## src/rtl/fifo_pkg.sv

```systemverilog
`default_nettype none
// ============================================================================
// Module      : fifo_pkg
// Description : Shared constants and helpers for the single-clock FIFO.
//               FIFO_MODE_STD  - registered read, one-cycle read latency
//               FIFO_MODE_FWFT - first-word-fall-through read
//               fifo_count_width() - width of a word count that must be able
//               to represent the full capacity (0..2**address_width).
// Revision    : 1.0 - initial release
// ============================================================================
package fifo_pkg;

    localparam int FIFO_MODE_STD  = 0;
    localparam int FIFO_MODE_FWFT = 1;

    function automatic int fifo_count_width(input int address_width);
        return address_width + 1;
    endfunction

endpackage
`default_nettype wire

```

## src/rtl/sync_fifo_ram.sv

```systemverilog
`default_nettype none
// ============================================================================
// Module      : sync_fifo_ram
// Description : Simple dual-port RAM, DATA_WIDTH x 2**ADDRESS_WIDTH.
//               One write port, one synchronous read port with read enable.
//               Read-first: a read and a write to the same address in the
//               same cycle return the old contents. Only the read data
//               register is reset; the array itself is never cleared.
// Ports       : clk      - clock
//               rst      - synchronous active-high reset of read data reg
//               i_we     - write enable
//               i_waddr  - write address
//               i_wdata  - write data
//               i_re     - read enable
//               i_raddr  - read address
//               o_rdata  - read data (valid the cycle after i_re)
// Revision    : 1.0 - initial release
// ============================================================================
module sync_fifo_ram
    import fifo_pkg::*;
#(
    parameter int DATA_WIDTH    = 8,
    parameter int ADDRESS_WIDTH = 4
) (
    input  logic                     clk,
    input  logic                     rst,
    input  logic                     i_we,
    input  logic [ADDRESS_WIDTH-1:0] i_waddr,
    input  logic [DATA_WIDTH-1:0]    i_wdata,
    input  logic                     i_re,
    input  logic [ADDRESS_WIDTH-1:0] i_raddr,
    output logic [DATA_WIDTH-1:0]    o_rdata
);

    localparam int c_DEPTH = 1 << ADDRESS_WIDTH;

    logic [DATA_WIDTH-1:0] r_mem [c_DEPTH];
    logic [DATA_WIDTH-1:0] r_rdata;

    always_ff @(posedge clk) begin
        if (i_we) begin
            r_mem[i_waddr] <= i_wdata;
        end
    end

    always_ff @(posedge clk) begin
        if (rst) begin
            r_rdata <= '0;
        end else if (i_re) begin
            r_rdata <= r_mem[i_raddr];
        end
    end

    assign o_rdata = r_rdata;

endmodule
`default_nettype wire

```

## src/rtl/sync_fifo.sv

```systemverilog
`default_nettype none
// ============================================================================
// Module      : sync_fifo
// Description : Single-clock FIFO with word count, programmable almost-full /
//               almost-empty thresholds, selectable standard or FWFT read
//               mode and sticky overflow/underflow flags. All status outputs
//               are registered from the next-count value.
// Ports       : Clk             - clock, all logic on posedge
//               Clear_in        - synchronous active-high clear
//               Data_in         - write data
//               WriteEn_in      - write request
//               Full_out        - count == FIFO_DEPTH
//               AlmostFull_out  - count >= ALMOST_FULL_LVL
//               ReadEn_in       - read request (FWFT: pop head word)
//               Data_out        - read data
//               Empty_out       - no word available
//               AlmostEmpty_out - count <= ALMOST_EMPTY_LVL
//               WordCount_out   - stored words, 0..FIFO_DEPTH
//               Overflow_out    - sticky, write attempted while full
//               Underflow_out   - sticky, read attempted while empty
// Revision    : 1.0 - initial release
// ============================================================================
module sync_fifo
    import fifo_pkg::*;
#(
    parameter int DATA_WIDTH       = 8,
    parameter int ADDRESS_WIDTH    = 4,
    parameter int FIFO_DEPTH       = 1 << ADDRESS_WIDTH,
    parameter int FWFT             = FIFO_MODE_STD,
    parameter int ALMOST_FULL_LVL  = FIFO_DEPTH - 2,
    parameter int ALMOST_EMPTY_LVL = 2
) (
    input  logic                                       Clk,
    input  logic                                       Clear_in,
    input  logic [DATA_WIDTH-1:0]                      Data_in,
    input  logic                                       WriteEn_in,
    output logic                                       Full_out,
    output logic                                       AlmostFull_out,
    input  logic                                       ReadEn_in,
    output logic [DATA_WIDTH-1:0]                      Data_out,
    output logic                                       Empty_out,
    output logic                                       AlmostEmpty_out,
    output logic [fifo_count_width(ADDRESS_WIDTH)-1:0] WordCount_out,
    output logic                                       Overflow_out,
    output logic                                       Underflow_out
);

    localparam int              c_CW    = fifo_count_width(ADDRESS_WIDTH);
    localparam logic [c_CW-1:0] c_DEPTH = c_CW'(FIFO_DEPTH);
    localparam logic [c_CW-1:0] c_AF    = c_CW'(ALMOST_FULL_LVL);
    localparam logic [c_CW-1:0] c_AE    = c_CW'(ALMOST_EMPTY_LVL);

    // ------------------------------------------------------------------------
    // Elaboration checks
    // ------------------------------------------------------------------------
    if (ADDRESS_WIDTH < 2) begin : g_chk_aw
        $error("sync_fifo: ADDRESS_WIDTH must be >= 2");
    end
    if (FIFO_DEPTH != (1 << ADDRESS_WIDTH)) begin : g_chk_depth
        $error("sync_fifo: FIFO_DEPTH must equal 1 << ADDRESS_WIDTH");
    end
    if (ALMOST_FULL_LVL < 1 || ALMOST_FULL_LVL > FIFO_DEPTH) begin : g_chk_af
        $error("sync_fifo: ALMOST_FULL_LVL out of range 1..FIFO_DEPTH");
    end
    if (ALMOST_EMPTY_LVL < 0 || ALMOST_EMPTY_LVL > FIFO_DEPTH - 1) begin : g_chk_ae
        $error("sync_fifo: ALMOST_EMPTY_LVL out of range 0..FIFO_DEPTH-1");
    end
    if (FWFT != FIFO_MODE_STD && FWFT != FIFO_MODE_FWFT) begin : g_chk_mode
        $error("sync_fifo: FWFT must be 0 or 1");
    end

    // ------------------------------------------------------------------------
    // Acceptance and count
    // ------------------------------------------------------------------------
    logic [ADDRESS_WIDTH-1:0] r_wr_ptr;
    logic [ADDRESS_WIDTH-1:0] r_rd_ptr;
    logic [c_CW-1:0]          r_count;
    logic                     r_full;
    logic                     r_afull;
    logic                     r_empty;
    logic                     r_aempty;
    logic                     r_ovf;
    logic                     r_unf;

    logic                     w_wr_acc;
    logic                     w_rd_acc;
    logic [c_CW-1:0]          w_count_next;

    // RAM-side controls, driven by the mode-specific generate branch.
    logic                     w_ram_we;
    logic                     w_ram_re;
    logic                     w_ram_pop;
    logic [ADDRESS_WIDTH-1:0] w_ram_raddr;
    logic [ADDRESS_WIDTH-1:0] w_rd_ptr_next;
    logic [DATA_WIDTH-1:0]    w_ram_rdata;

    assign w_rd_acc = ReadEn_in & ~r_empty;
    // A simultaneous accepted read frees a slot, so a write is accepted
    // even when full.
    assign w_wr_acc = WriteEn_in & (~r_full | w_rd_acc);

    assign w_count_next  = r_count + c_CW'(w_wr_acc) - c_CW'(w_rd_acc);
    assign w_rd_ptr_next = r_rd_ptr + ADDRESS_WIDTH'(w_ram_pop);

    always_ff @(posedge Clk) begin
        if (Clear_in) begin
            r_wr_ptr <= '0;
            r_rd_ptr <= '0;
            r_count  <= '0;
            r_full   <= 1'b0;
            r_afull  <= 1'b0;
            r_empty  <= 1'b1;
            r_aempty <= 1'b1;
            r_ovf    <= 1'b0;
            r_unf    <= 1'b0;
        end else begin
            r_wr_ptr <= r_wr_ptr + ADDRESS_WIDTH'(w_ram_we);
            r_rd_ptr <= w_rd_ptr_next;
            r_count  <= w_count_next;
            r_full   <= (w_count_next == c_DEPTH);
            r_afull  <= (w_count_next >= c_AF);
            r_empty  <= (w_count_next == '0);
            r_aempty <= (w_count_next <= c_AE);
            if (WriteEn_in & r_full & ~w_rd_acc) begin
                r_ovf <= 1'b1;
            end
            if (ReadEn_in & r_empty) begin
                r_unf <= 1'b1;
            end
        end
    end

    // ------------------------------------------------------------------------
    // Storage
    // ------------------------------------------------------------------------
    sync_fifo_ram #(
        .DATA_WIDTH    (DATA_WIDTH),
        .ADDRESS_WIDTH (ADDRESS_WIDTH)
    ) u_ram (
        .clk     (Clk),
        .rst     (Clear_in),
        .i_we    (w_ram_we),
        .i_waddr (r_wr_ptr),
        .i_wdata (Data_in),
        .i_re    (w_ram_re),
        .i_raddr (w_ram_raddr),
        .o_rdata (w_ram_rdata)
    );

    // ------------------------------------------------------------------------
    // Read path
    // ------------------------------------------------------------------------
    if (FWFT == FIFO_MODE_FWFT) begin : g_fwft
        // The head word lives in r_out_data; the RAM holds the rest, so it
        // never holds more than FIFO_DEPTH-1 words and "RAM non-empty" is
        // simply a pointer inequality.
        logic                  r_out_valid;
        logic [DATA_WIDTH-1:0] r_out_data;
        logic                  r_byp_valid;
        logic [DATA_WIDTH-1:0] r_byp_data;
        logic                  w_ram_has;
        logic                  w_load;
        logic                  w_direct;
        logic [DATA_WIDTH-1:0] w_ram_head;

        assign w_ram_has = (r_wr_ptr != r_rd_ptr);
        assign w_load    = ~r_out_valid | w_rd_acc;
        assign w_ram_pop = w_load & w_ram_has;
        // With the RAM empty, a write that lands while the head slot is
        // being refilled goes straight into the output register.
        assign w_direct  = w_load & ~w_ram_has & w_wr_acc;
        assign w_ram_we  = w_wr_acc & ~w_direct;

        // The RAM continuously prefetches the word at the next read pointer,
        // so a pop can load the new head without a bubble.
        assign w_ram_re    = 1'b1;
        assign w_ram_raddr = w_rd_ptr_next;

        // A write into the address being prefetched in the same cycle is
        // missed by the read-first RAM; cover that one cycle from a copy.
        assign w_ram_head = r_byp_valid ? r_byp_data : w_ram_rdata;

        always_ff @(posedge Clk) begin
            if (Clear_in) begin
                r_out_valid <= 1'b0;
                r_out_data  <= '0;
                r_byp_valid <= 1'b0;
                r_byp_data  <= '0;
            end else begin
                r_byp_valid <= w_ram_we & (r_wr_ptr == w_rd_ptr_next);
                r_byp_data  <= Data_in;
                if (w_load) begin
                    if (w_ram_pop) begin
                        r_out_data  <= w_ram_head;
                        r_out_valid <= 1'b1;
                    end else if (w_direct) begin
                        r_out_data  <= Data_in;
                        r_out_valid <= 1'b1;
                    end else begin
                        r_out_valid <= 1'b0;
                    end
                end
            end
        end

        assign Data_out = r_out_data;
    end else begin : g_std
        assign w_ram_we    = w_wr_acc;
        assign w_ram_pop   = w_rd_acc;
        assign w_ram_re    = w_rd_acc;
        assign w_ram_raddr = r_rd_ptr;
        assign Data_out    = w_ram_rdata;
    end

    assign Full_out        = r_full;
    assign AlmostFull_out  = r_afull;
    assign Empty_out       = r_empty;
    assign AlmostEmpty_out = r_aempty;
    assign WordCount_out   = r_count;
    assign Overflow_out    = r_ovf;
    assign Underflow_out   = r_unf;

endmodule
`default_nettype wire

```

## config.mk

```make
export PLATFORM = sky130hd
export DESIGN_NAME = sync_fifo
export DESIGN_NICKNAME = d
export VERILOG_FILES = /design/src/rtl/fifo_pkg.sv /design/src/rtl/sync_fifo_ram.sv /design/src/rtl/sync_fifo.sv
export SDC_FILE = /design/constraint.sdc
export NUM_CORES = 1
export LEC_CHECK = 0
export ABC_AREA = 1
export CAP_MARGIN = 5
export CORE_ASPECT_RATIO = 1.75
export CORE_UTILIZATION = 54
export DETAILED_ROUTE_END_ITERATION = 10
export PLACE_DENSITY = 0.76
export SETUP_SLACK_MARGIN = 0.2
export SLEW_MARGIN = 15
export SYNTH_ARGS = -nofsm -noshare
export SYNTH_HDL_FRONTEND = slang
export SYNTH_SLANG_ARGS = --single-unit
```

## constraint.sdc

```tcl
create_clock -name Clk -period 2.48 [get_ports Clk]
set_input_delay 0.744 -clock Clk [delete_from_list [all_inputs] [get_ports Clk]]
set_output_delay 0.744 -clock Clk [all_outputs]
set_load 0.02 [all_outputs]
```

Word level (Yosys, flattened, before mapping)
Memory sizes are Yosys's and may differ from the RTL's. A register that Yosys moved wholly into a read port is not among the register bits.
Index checks and enable logic that the tools add are counted.
Storage, ports and cells
  register bits after elaboration: 19
  latch bits: 0
  bits in writable memories: 128
  memory bits (read-only): 0
  input port bits: 12
  word-level logic and storage cells: 29
  memories: 1
Cells by class
  add/sub/neg operators: 4
  multipliers: 0
  divide/modulo/power cells: 0
  magnitude comparators: 2
  equality and inequality tests: 1
  shift-type cells: 0
  muxes and demuxes: 2
  bitwise gates (word level): 9
  reductions and logical operators: 1
Memories
  u_ram.r_mem: depth 16, bits a word 8, read ports 1, clocked after memory_dff 1, write ports 1, RTL line sync_fifo_ram.sv:37  | logic [DATA_WIDTH-1:0] r_mem [c_DEPTH];
Operators by type and width (number)
  $add A4 B1 Y4: 2
  $add A5 B1 Y5: 1
  $and A1 B1 Y1: 5
  $eq A5 B5 Y1 const B: 1
  $ge A5 B4 Y1 const B: 1
  $le A5 B2 Y1 const B: 1
  $logic_not A5 Y1: 1
  $sub A5 B1 Y5: 1
  $not A1 Y1: 3
  $mux W1: 2
  $or A1 B1 Y1: 1

Depth between registers and ports, before layout
Gate-level depths: netlist of run 1.
  depth after elaboration: 7
  gate-level depth with buffers: 16
  mapped depth without buffers: 16

Modules after synthesis
A second synthesis of run 1 with hierarchy kept.
Unflattened totals
  cell total of the unflattened synthesis: 611
  area total of the unflattened synthesis: 6502.5 um^2
Modules (own cells, without submodules)
  sync_fifo_ram: instances 1, cells each 490, area each 5577.8 um^2, seq. area each 4003.8 um^2
  sync_fifo: instances 1, cells each 121, area each 924.6 um^2, seq. area each 380.4 um^2

Worst setup path after synthesis of run 1
No wires, ideal clock.
  kind: input -> register
  start: input port ReadEn_in
  end: register r_aempty (netlist: AlmostEmpty_out)
  setup time: 0.126 ns
  arrival time: 2.531 ns
  required time: 2.354 ns
  setup slack: -0.177 ns
  cell stages on the path: 14
  cell sequence: inv_1 nor2_4 buf_2 ha_1 inv_1 ha_1 inv_1 fa_1 xnor2_1 inv_1 nand2_1 o21ai_0 nand2_1 o21ai_0
Between the ends
  word-level cells in the longest chain between the ends: 6
RTL lines
  from (decl): RTL line sync_fifo.sv:39  | input logic ReadEn_in,
  $and A1 B1 Y1 (*): RTL line sync_fifo.sv:97  | assign w_rd_acc = ReadEn_in & ~r_empty;
  net u_ram.i_re: RTL line sync_fifo_ram.sv:30  | input logic i_re,
  $or A1 B1 Y1: RTL line sync_fifo.sv:100  | assign w_wr_acc = WriteEn_in & (~r_full | w_rd_acc);
  $and A1 B1 Y1: RTL line sync_fifo.sv:100
  $add A5 B1 Y5: RTL line sync_fifo.sv:102  | assign w_count_next = r_count + c_CW'(w_wr_acc) - c_CW'(w_rd_acc);
  $sub A5 B1 Y5 (*): RTL line sync_fifo.sv:102
  $le A5 B2 Y1 (*): RTL line sync_fifo.sv:123  | r_aempty <= (w_count_next <= c_AE);
  to (signal assigned): RTL line sync_fifo.sv:123
  to (decl): RTL line sync_fifo.sv:81  | logic r_aempty;
The timed path passes the listed nets; every way through them passes the cells marked *.
A chain may end at the register's enable or synchronous reset.

Worst setup path after layout of run 1
  start: input port ReadEn_in
  end: register r_aempty (netlist: AlmostEmpty_out)
Between the ends
  word-level cells in the longest chain between the ends: 6
RTL lines (RTL line)
  $and A1 B1 Y1 (*): sync_fifo.sv:97
  $or A1 B1 Y1: sync_fifo.sv:100
  $and A1 B1 Y1: sync_fifo.sv:100
  $add A5 B1 Y5: sync_fifo.sv:102
  $sub A5 B1 Y5 (*): sync_fifo.sv:102
  $le A5 B2 Y1 (*): sync_fifo.sv:123
Every way passes the cells marked *; elsewhere a longest branch is shown, timed or not.

==> run metrics, run 1 <==
Slew @ Worst Pin 0.7851 ns; failing checks DRC; Worst Setup Start Kind primary input; Fin. Hold Viols 0; hpwl dp 9085 microns; Hold WC Path Type reg2reg; smallest hold slack 0.5329 ns; Yosys warning count 0; Crit path max-delay family adder cells; vias in the first global route 4,367; Final ANT Viol Nets 0; RSZ-0062 raised after global routing true; Top Ports 31; register area 4385 sq um; Cell Rows 52; commonest non-fill, non-tap cell in the layout nand2_1; maximum net fanout on the critical path 3; power per cell area 968.5 nW/um^2; largest net degree at the start of global routing 66; PortBufs 30; Synth Area in Adders 0.02083; layout cells sized above 1 0.1179; Worst VDD drop 0.0009858 V; Worst Clk Skew 0.008997 ns; Compound-Gate Fraction of Synth Area 0.01042; Max Root-Sink Buffers 2; synthesized cell area 6366 sq um; status complete, but fails checks; post-route minimum period 2.201 ns; worst r2r src Empty_out$_SDFF_PP1_; Setup crit start ReadEn_in; die area 12,240 sq um; xor and xnor area share after synthesis 0.006879; diodes inserted 0; H-tree depth 4; mean routed wirelength per cell 18.02 microns; Buf/Inv on CP 6; Worst setup EP type flop; final slew viol count 0; CTS tree built; Simple-Gate Fraction of Synth Area 0.2246; clock-pin slew on the worst setup and hold paths 0.06 ns; first-pass GRT wire length 22,190 microns; crit-path cells buf_12 > inv_12 > nor2_4 > inv_2 > nand2_2 > nand2_4 > ha_4 > inv_2 > ha_4 > inv_2 > fa_2 > xnor2_2 > inv_1 > nand2_1 > o21ai_1 > nand2_1 > o21ai_1; nets 662; Final TNS setup 0 ns; Die Wd 84.08 microns; Area Growth Syn to Fin 18.91%; Worst Path Arrival 2.49 ns; Worst-Skew Late Latency 0.42 ns; largest family of logic cells by synthesized area simple AND/OR/NAND/NOR gates; DR vias/cell 5.561; Sinks on Clock Net 155; mux share of post-synthesis cell area 0; initial DRC count 350; sequential-to-total area share from yosys stat 0.6887; hold depth 2; multi-input combinational cell area 1729 sq um; Rel. slew slack 0.4750; #FFs+latches synth 155; critical path class in2reg; hold_sp Underflow_out$_SDFFE_PP0P_; initial core utilization 0.5528; Critical-path top delay cell fa_2; Post-Layout Cell Count 788; Req. time, crit path 2.77 ns; P_leak 2.956 nW; maximum clock frequency 454.3 MHz; DRC viols 2; mean area per synthesized cell 10.83 sq um; core area 11,520 sq um; largest stage delay on the critical path 0.37 ns; r2r setup slk 0.37 ns; fraction of the cycle the final worst path needs 0.8876; FF-to-FF path depth 15; FILL cells 835; most frequent cells in the layout nand2_1, edfxtp_1, nand3_1, nor2_1, buf_4; Mapped Nets 610; Initial DRT Pass Iterations 7; placed insts 755; final setup vio count 0; Worst path depth 17; vias after detailed routing 4,382; gate count of the mapped netlist 588; Die Span Y 145.6 microns; gr usage total 0.2475; Synth cell types 20; antenna violations before repair 0; Placer Congestion 0.8460; TritonCTS buffer count 17; Max-cap violations 0; grt total ovfl 0; Post-Route WL 14,200 microns; CTS root buf clkbuf_16; cell mode on critical path inv_2
registers in the layout, summed over array words and instances (netlist names):
name	cells
u_ram.r_mem	128
u_ram.o_rdata	8
WordCount_out	5
r_rd_ptr	4
r_wr_ptr	4
AlmostEmpty_out	1
AlmostFull_out	1
Empty_out	1
Full_out	1
Overflow_out	1
Underflow_out	1
worst register-to-register path: stages, from the launching register on:
cell,delay [ns]
dfxtp_1,0.35
nor2_4,0.11
inv_2,0.05
nand2_2,0.07
nand2_4,0.06
ha_4,0.21
inv_2,0.06
ha_4,0.12
inv_2,0.03
fa_2,0.37
xnor2_2,0.20
inv_1,0.07
nand2_1,0.08
o21ai_1,0.06
nand2_1,0.07
o21ai_1,0.07
Yosys cell counts:
library cell  instances  share of area
nor2_4                1         0.0018
buf_6                 5         0.0088
ha_1                  9          0.018
buf_4                 4         0.0047
a21oi_1               4         0.0031
xor2_1                1         0.0014
nor2_1               46          0.027
fa_1                  1         0.0031
o21ai_0               8         0.0063
clkbuf_1              2         0.0012
nand2_1             184           0.11
edfxtp_1            128           0.60
nand3_1             111          0.087
inv_1                32          0.019
a31oi_1               1        0.00098
buf_2                16          0.013
clkinv_1              1        0.00059
dfxtp_1              27          0.085
xnor2_1               4         0.0055
inv_2                 3         0.0018
what timing repair did:
item	in CTS	in global routing
endpoints found under the hold margin	0	0
gates resized for setup	15	6
pin swaps	6	10
hold buffers	0	0
setup buffers	0	1
endpoints found under the setup margin	136	5
routing by layer:
layer / vias up / global-route usage / share of wire
li1: 2091 / - / -
met1: 2095 / 0.2756 / 0.37
met2: 150 / 0.4238 / 0.53
met3: 46 / 0.05786 / 0.051
met4: 0 / 0.1552 / 0.052
met5: - / 0 / 0
metrics by stage:
| stage | power, mW | util | setup slack, ns | area [sq um] |
|---|---|---|---|---|
| 2_1_floorplan | 4.184 | - | -0.08216 | 6397 |
| 3_3_place_gp | 4.660 | 0.6000 | -0.7517 | 6909 |
| 3_5_place_dp | 4.737 | 0.6000 | -0.8074 | 6909 |
| 4_1_cts | 7.313 | 0.6554 | 0.2171 | 7547 |
| 5_1_grt | 7.666 | 0.6573 | 0.1586 | 7570 |
| 6_report | 7.331 | 0.6573 | 0.2787 | 7570 |
layout make-up:
type	instances	area share
repair buffers	60	0.07091
clock buffers	24	0.06942
flip-flops and latches	155	0.5793
well taps	135	0.02231
inverters	36	0.01950
clock inverters	8	0.01008
multi-input cells	370	0.2284
cells by family after synthesis:
group | after synthesis
and+or+nand+nor | 342
DFF | 155
xor gates and xnor gates | 5
adders and majority gates | 10
AOI/OAI and AO/OA | 13
buffers and inverters | 63
power by group:
group	total, mW	internal, mW	leakage (nW)	switching (mW)
Sequential	3.08	2.98	1.38	0.0948
Clock	2.56	1.59	0.300	0.972
Combinational	1.69	0.648	1.28	1.04
Total	7.33	5.22	2.96	2.11
worst paths after layout:
path / endpoint
hold reg to reg: Underflow_out$_SDFFE_PP0P_
hold / removal: Underflow_out$_SDFFE_PP0P_
setup / recovery: AlmostEmpty_out$_SDFF_PP1_
setup reg to reg: AlmostEmpty_out$_SDFF_PP1_
Power figures use the tool's default switching activity.
==> run 2, diff against run 1 <==
--- a/config.mk
+++ b/config.mk
@@ -6,10 +6,11 @@
 export NUM_CORES = 1
 export LEC_CHECK = 0
 export ABC_AREA = 1
-export CAP_MARGIN = 5
 export CORE_ASPECT_RATIO = 1.75
+export CORE_MARGIN = 1.5
 export CORE_UTILIZATION = 54
 export DETAILED_ROUTE_END_ITERATION = 10
+export GPL_ROUTABILITY_DRIVEN = 0
 export PLACE_DENSITY = 0.76
 export SETUP_SLACK_MARGIN = 0.2
 export SLEW_MARGIN = 15
==> run 2 against run 1 <==
  * The run still ends with DRC left
  * Die area up 1.9%
  * Non-clock buffer count rose by 9
  * Utilization increased by 0.51 points
  * Flip-flop and latch count unchanged
  * Clock skew is 0.0041 ns lower
  * Final cell count grew 0.89%
  * Largest cell class unchanged
  * Global-route usage is 0.76 points lower
  * Critical path type is now reg2out
==> run metrics, run 2 (synthesis gave the netlist of run 1 again) <==
maximum clock frequency 454.3 MHz; Hold Path Sink Underflow_out$_SDFFE_PP0P_; Worst path depth 1; Cell Rows 52; CTS root buf clkbuf_16; largest register by flop count u_ram.r_mem; Clk pwr share 0.353; crit-path cells clkdlybuf4s50_1; fraction of the cycle the final worst path needs 0.8875; r2r setup slk 0.36 ns; vias in the first global route 4,376; gr usage total 0.2400; Post-Route WL 14,250 microns; final setup vio count 0; Max-cap violations 0; Sw Ratio 0.2839; Final ANT Viol Nets 0; Buf/Inv on CP 1; grt total ovfl 0; DR vias/cell 5.504; max reg flops 128; first-pass GRT wire length 22,090 microns; die area 12,480 sq um; Die Wd 85.08 microns; placed insts 761; setup slack at placement -0.8130 ns; Fin. Hold Viols 0; largest stage delay on the critical path 0.64 ns; hold buffers post-CTS 0; Area Growth Syn to Fin 19.83%; layout cells sized above 1 0.1303; final slew viol count 0; fin area 7629 sq um; vias after detailed routing 4,376; Rel. slew slack 0.2732; worst setup margin 0.2789 ns; hold_sp Underflow_out$_SDFFE_PP0P_; Top Ports 31; Initial DRT Pass Iterations 8; P_leak 2.973 nW; CTS tree built; Crit path max-delay family buffers and inverters; core area 11,520 sq um; register area 4385 sq um; Placement Cell Area 6954 sq um; RSZ-0062 raised after global routing true; DRC viols 1; worst r2r src Empty_out$_SDFF_PP1_; TritonCTS buffer count 17; Sinks on Clock Net 155; Worst Clk Skew 0.004885 ns; commonest non-fill, non-tap cell in the layout nand2_1; sw power 2.108 mW; maximum net fanout on the critical path 4; sequential power share 0.415; Setup crit start WordCount_out[1]$_SDFF_PP0_; Die Span Y 146.6 microns; mean routed wirelength per cell 17.93 microns; Worst-Skew Late Latency 0.41 ns; total chip power 7.424 mW; FF-to-FF End Empty_out$_SDFF_PP1_; Critical-path top delay cell clkdlybuf4s50_1; clock-pin slew on the worst setup and hold paths 0.06 ns; largest net degree at the start of global routing 66; status complete, but fails checks; Req. time, crit path 1.74 ns; post-route minimum period 2.201 ns; antenna violations before repair 0; Post-Layout Cell Count 795; Max Root-Sink Buffers 2; Gate power share 0.232; Worst setup EP type output port; multi-input combinational cell area 1724 sq um; initial core utilization 0.5528; initial DRC count 329; hold depth 2; Worst Setup Start Kind flop; failing checks DRC; diodes inserted 0; FILL cells 819; hpwl dp 9344 microns; cell internal pwr 5.316 mW; power per cell area 973.2 nW/um^2; Worst Path Arrival 1.46 ns; Slew @ Worst Pin 1.090 ns; PortBufs 30; Hold WC Path Type reg2reg; FF-to-FF path depth 15; H-tree depth 4; critical path class reg2out; nets 671; Worst VDD drop 0.0009374 V; most frequent cells in the layout nand2_1, edfxtp_1, nand3_1, nor2_1, buf_4
run 2: cell count changes in the layout (fill, tap and decap cells not counted), moves of 3 or more:
cell and delta:
clkbuf_16 -3, buf_4 +9, bufinv_16 +3, clkbuf_1 -3, clkinvlp_4 +3
run 2: worst max path at each step:
stage               slack (ns)                    endpoint
CTS                       0.22  AlmostEmpty_out$_SDFF_PP1_
global placement         -0.75  AlmostEmpty_out$_SDFF_PP1_
finish                    0.28            WordCount_out[1]
global route              0.17        Empty_out$_SDFF_PP1_
detailed placement       -0.81        Empty_out$_SDFF_PP1_
floorplan                -0.08  AlmostEmpty_out$_SDFF_PP1_
run 2: timing repair:
action | in CTS | in global routing
pin swaps | 3 | 6
buffers inserted | 2 | 2
setup endpoints to repair | 105 | 6
gates resized for setup | 14 | 5
endpoints found under the hold margin | 0 | 0
run 2: per-layer routing:
| metal | up-vias | share of wire | global-route usage |
|---|---|---|---|
| li1 | 2101 | - | - |
| met1 | 2064 | 0.35 | 0.2552 |
| met2 | 166 | 0.55 | 0.4329 |
| met3 | 45 | 0.044 | 0.04975 |
| met4 | 0 | 0.050 | 0.1328 |
| met5 | - | 0 | 0 |
run 2: power by group through the flow:
stage | sequential [mW] | combinational [mW] | clock, mW
final | 3.08 | 1.72 | 2.62
after global routing | 3.10 | 1.90 | 2.74
after CTS | 3.08 | 1.66 | 2.64
after detailed placement | 3.13 | 1.59 | 0
after global placement | 3.12 | 1.55 | 0
after floorplan | 3.22 | 0.967 | 0
run 2: metrics by stage:
step | hold slack [ns] | TNS [ns] | utilization
after floorplan | 0.4902 | -0.2773 | -
after global placement | 0.4517 | -36.25 | 0.6039
after detailed placement | 0.4713 | -40.93 | 0.6039
after CTS | 0.4859 | 0 | 0.6592
after global routing | 0.5276 | 0 | 0.6624
final | 0.4843 | 0 | 0.6624
run 2: layout make-up:
| class | instances | area share |
|---|---|---|
| well taps | 135 | 0.02214 |
| multi-input cells | 370 | 0.2260 |
| flip-flops and latches | 155 | 0.5749 |
| clock inverters | 13 | 0.02296 |
| repair buffers | 69 | 0.07889 |
| clock buffers | 17 | 0.05577 |
| inverters | 36 | 0.01935 |
==> run 3, diff against run 2 <==
--- a/config.mk
+++ b/config.mk
@@ -13,7 +13,8 @@
 export GPL_ROUTABILITY_DRIVEN = 0
 export PLACE_DENSITY = 0.76
 export SETUP_SLACK_MARGIN = 0.2
-export SLEW_MARGIN = 15
+export SKIP_LAST_GASP = 1
+export SLEW_MARGIN = 40
 export SYNTH_ARGS = -nofsm -noshare
 export SYNTH_HDL_FRONTEND = slang
 export SYNTH_SLANG_ARGS = --single-unit
==> run 3 against run 2 <==
  * The run still ends with DRC left
  * Via count rose by 1.2%
  * Setup slack worse by 0.00099 ns
  * Die area stayed put
  * Cell area is 0.44% lower
  * Utilization decreased by 0.29 points
  * Global-route usage up 0.35 points
  * Largest cell class unchanged
==> run metrics, run 3 (synthesis gave the netlist of run 1 again) <==
die area 12,480 sq um; DRC viols 1; Sinks on Clock Net 155; diodes inserted 0; Worst VDD drop 0.0009332 V; Worst Path Arrival 1.46 ns; power per cell area 949.3 nW/um^2; vias after detailed routing 4,428; clock-pin slew on the worst setup and hold paths 0.06 ns; placed insts 761; largest stage delay on the critical path 0.63 ns; commonest non-fill, non-tap cell in the layout nand2_1; status complete, but fails checks; crit-path cells clkdlybuf4s50_1; Crit path max-delay family buffers and inverters; Fin. Hold Viols 0; Post-Route WL 14,330 microns; max reg flops 128; Post-Layout Cell Count 797; final setup vio count 0; vias in the first global route 4,428; Critical-path top delay cell clkdlybuf4s50_1; core area 11,520 sq um; Hold WC Path Type reg2reg; Core Util, Final 0.6595; first-pass GRT wire length 22,310 microns; hold_sp Overflow_out$_SDFFE_PP0P_; FILL cells 830; gr usage total 0.2434; layout cells sized above 1 0.1284; initial core utilization 0.5528; initial DRC count 332; Initial DRT Pass Iterations 7; failing checks DRC; Max Root-Sink Buffers 2; mean routed wirelength per cell 17.98 microns; TritonCTS buffer count 17; RSZ-0062 raised after global routing true; Buf/Inv on CP 1; Worst Setup Start Kind flop; Max-cap violations 0; PortBufs 30; Die Wd 85.08 microns; Final ANT Viol Nets 0; DR vias/cell 5.556; Rel. slew slack 0.5450; post-route minimum period 2.202 ns; grt total ovfl 0; largest net degree at the start of global routing 66; Worst-Skew Late Latency 0.42 ns; nets 671; maximum clock frequency 454.1 MHz; P_leak 2.970 nW; maximum net fanout on the critical path 2; critical path class reg2out; Area Growth Syn to Fin 19.30%; Req. time, crit path 1.74 ns; final slew viol count 0; Setup crit start WordCount_out[0]$_SDFF_PP0_; most frequent cells in the layout nand2_1, edfxtp_1, nand3_1, nor2_1, buf_4; Top Ports 31; largest register by flop count u_ram.r_mem; worst r2r src Empty_out$_SDFF_PP1_; fraction of the cycle the final worst path needs 0.8879; Die Span Y 146.6 microns; Cell Rows 52; antenna violations before repair 0; H-tree depth 4; Slew @ Worst Pin 0.6825 ns; Final TNS setup 0 ns; total chip power 7.209 mW; CTS root buf clkbuf_16; Worst setup EP type output port; CTS tree built; Worst Clk Skew 0.008713 ns; hpwl dp 9344 microns
==> run 3: cell types whose count changed in the layout (fill, tap and decap cells not counted) <==
cell and delta:
clkbuf_1 +2, inv_4 +2, dlymetal6s2s_1 +1, clkinvlp_2 -1, inv_2 -2, clkdlybuf4s50_1 -1, clkinv_2 +1, bufinv_16 -2
clkinv_1 +1, clkinvlp_4 +1
==> run 3: final cells by class <==
| type | instances | area, sq um | share of cell area |
|---|---|---|---|
| flip-flops and latches | 155 | 4385 | 0.5774 |
| repair buffers | 69 | 604.3 | 0.07957 |
| multi-input cells | 370 | 1724 | 0.2270 |
| well taps | 135 | 168.9 | 0.02224 |
| clock inverters | 13 | 126.4 | 0.01664 |
| clock buffers | 19 | 432.9 | 0.05700 |
| inverters | 36 | 152.6 | 0.02010 |
==> run 3: stage by stage <==
step | area, sq um | worst slack [ns] | hold WS, ns
after global placement | 6954 | -0.7547 | 0.4517
after floorplan | 6397 | -0.08216 | 0.4902
after CTS | 7547 | 0.1827 | 0.4933
after global routing | 7595 | 0.1894 | 0.5285
after detailed placement | 6957 | -0.8245 | 0.4781
final | 7595 | 0.2780 | 0.4940
==> run 3: final timing paths <==
check                               to  slack (ns)  cells past startpoint
max                   WordCount_out[0]        0.28                      1
min          Overflow_out$_SDFFE_PP0P_        0.49                      2
max reg2reg        Full_out$_SDFF_PP0_        0.38                     13
min reg2reg  Overflow_out$_SDFFE_PP0P_        0.49                      2
==> run 3: report_power, final <==
part	internal, mW	leakage [nW]	switching, mW
Clock	1.47	0.264	0.973
Combinational	0.652	1.33	1.04
Sequential	2.98	1.38	0.0963
==> run 3: per-layer routing <==
metal,share of wire,GRT usage
met1,0.35,0.2521
met2,0.54,0.4278
met3,0.050,0.05992
met4,0.056,0.1590
met5,0,0
==> run 3: repair_timing <==
| item | in CTS | in global routing |
|---|---|---|
| setup endpoints to repair | 104 | 7 |
| gates resized for setup | 13 | 8 |
| pin swaps | 6 | 8 |
| hold buffers | 0 | 0 |
| setup buffers | 3 | 1 |
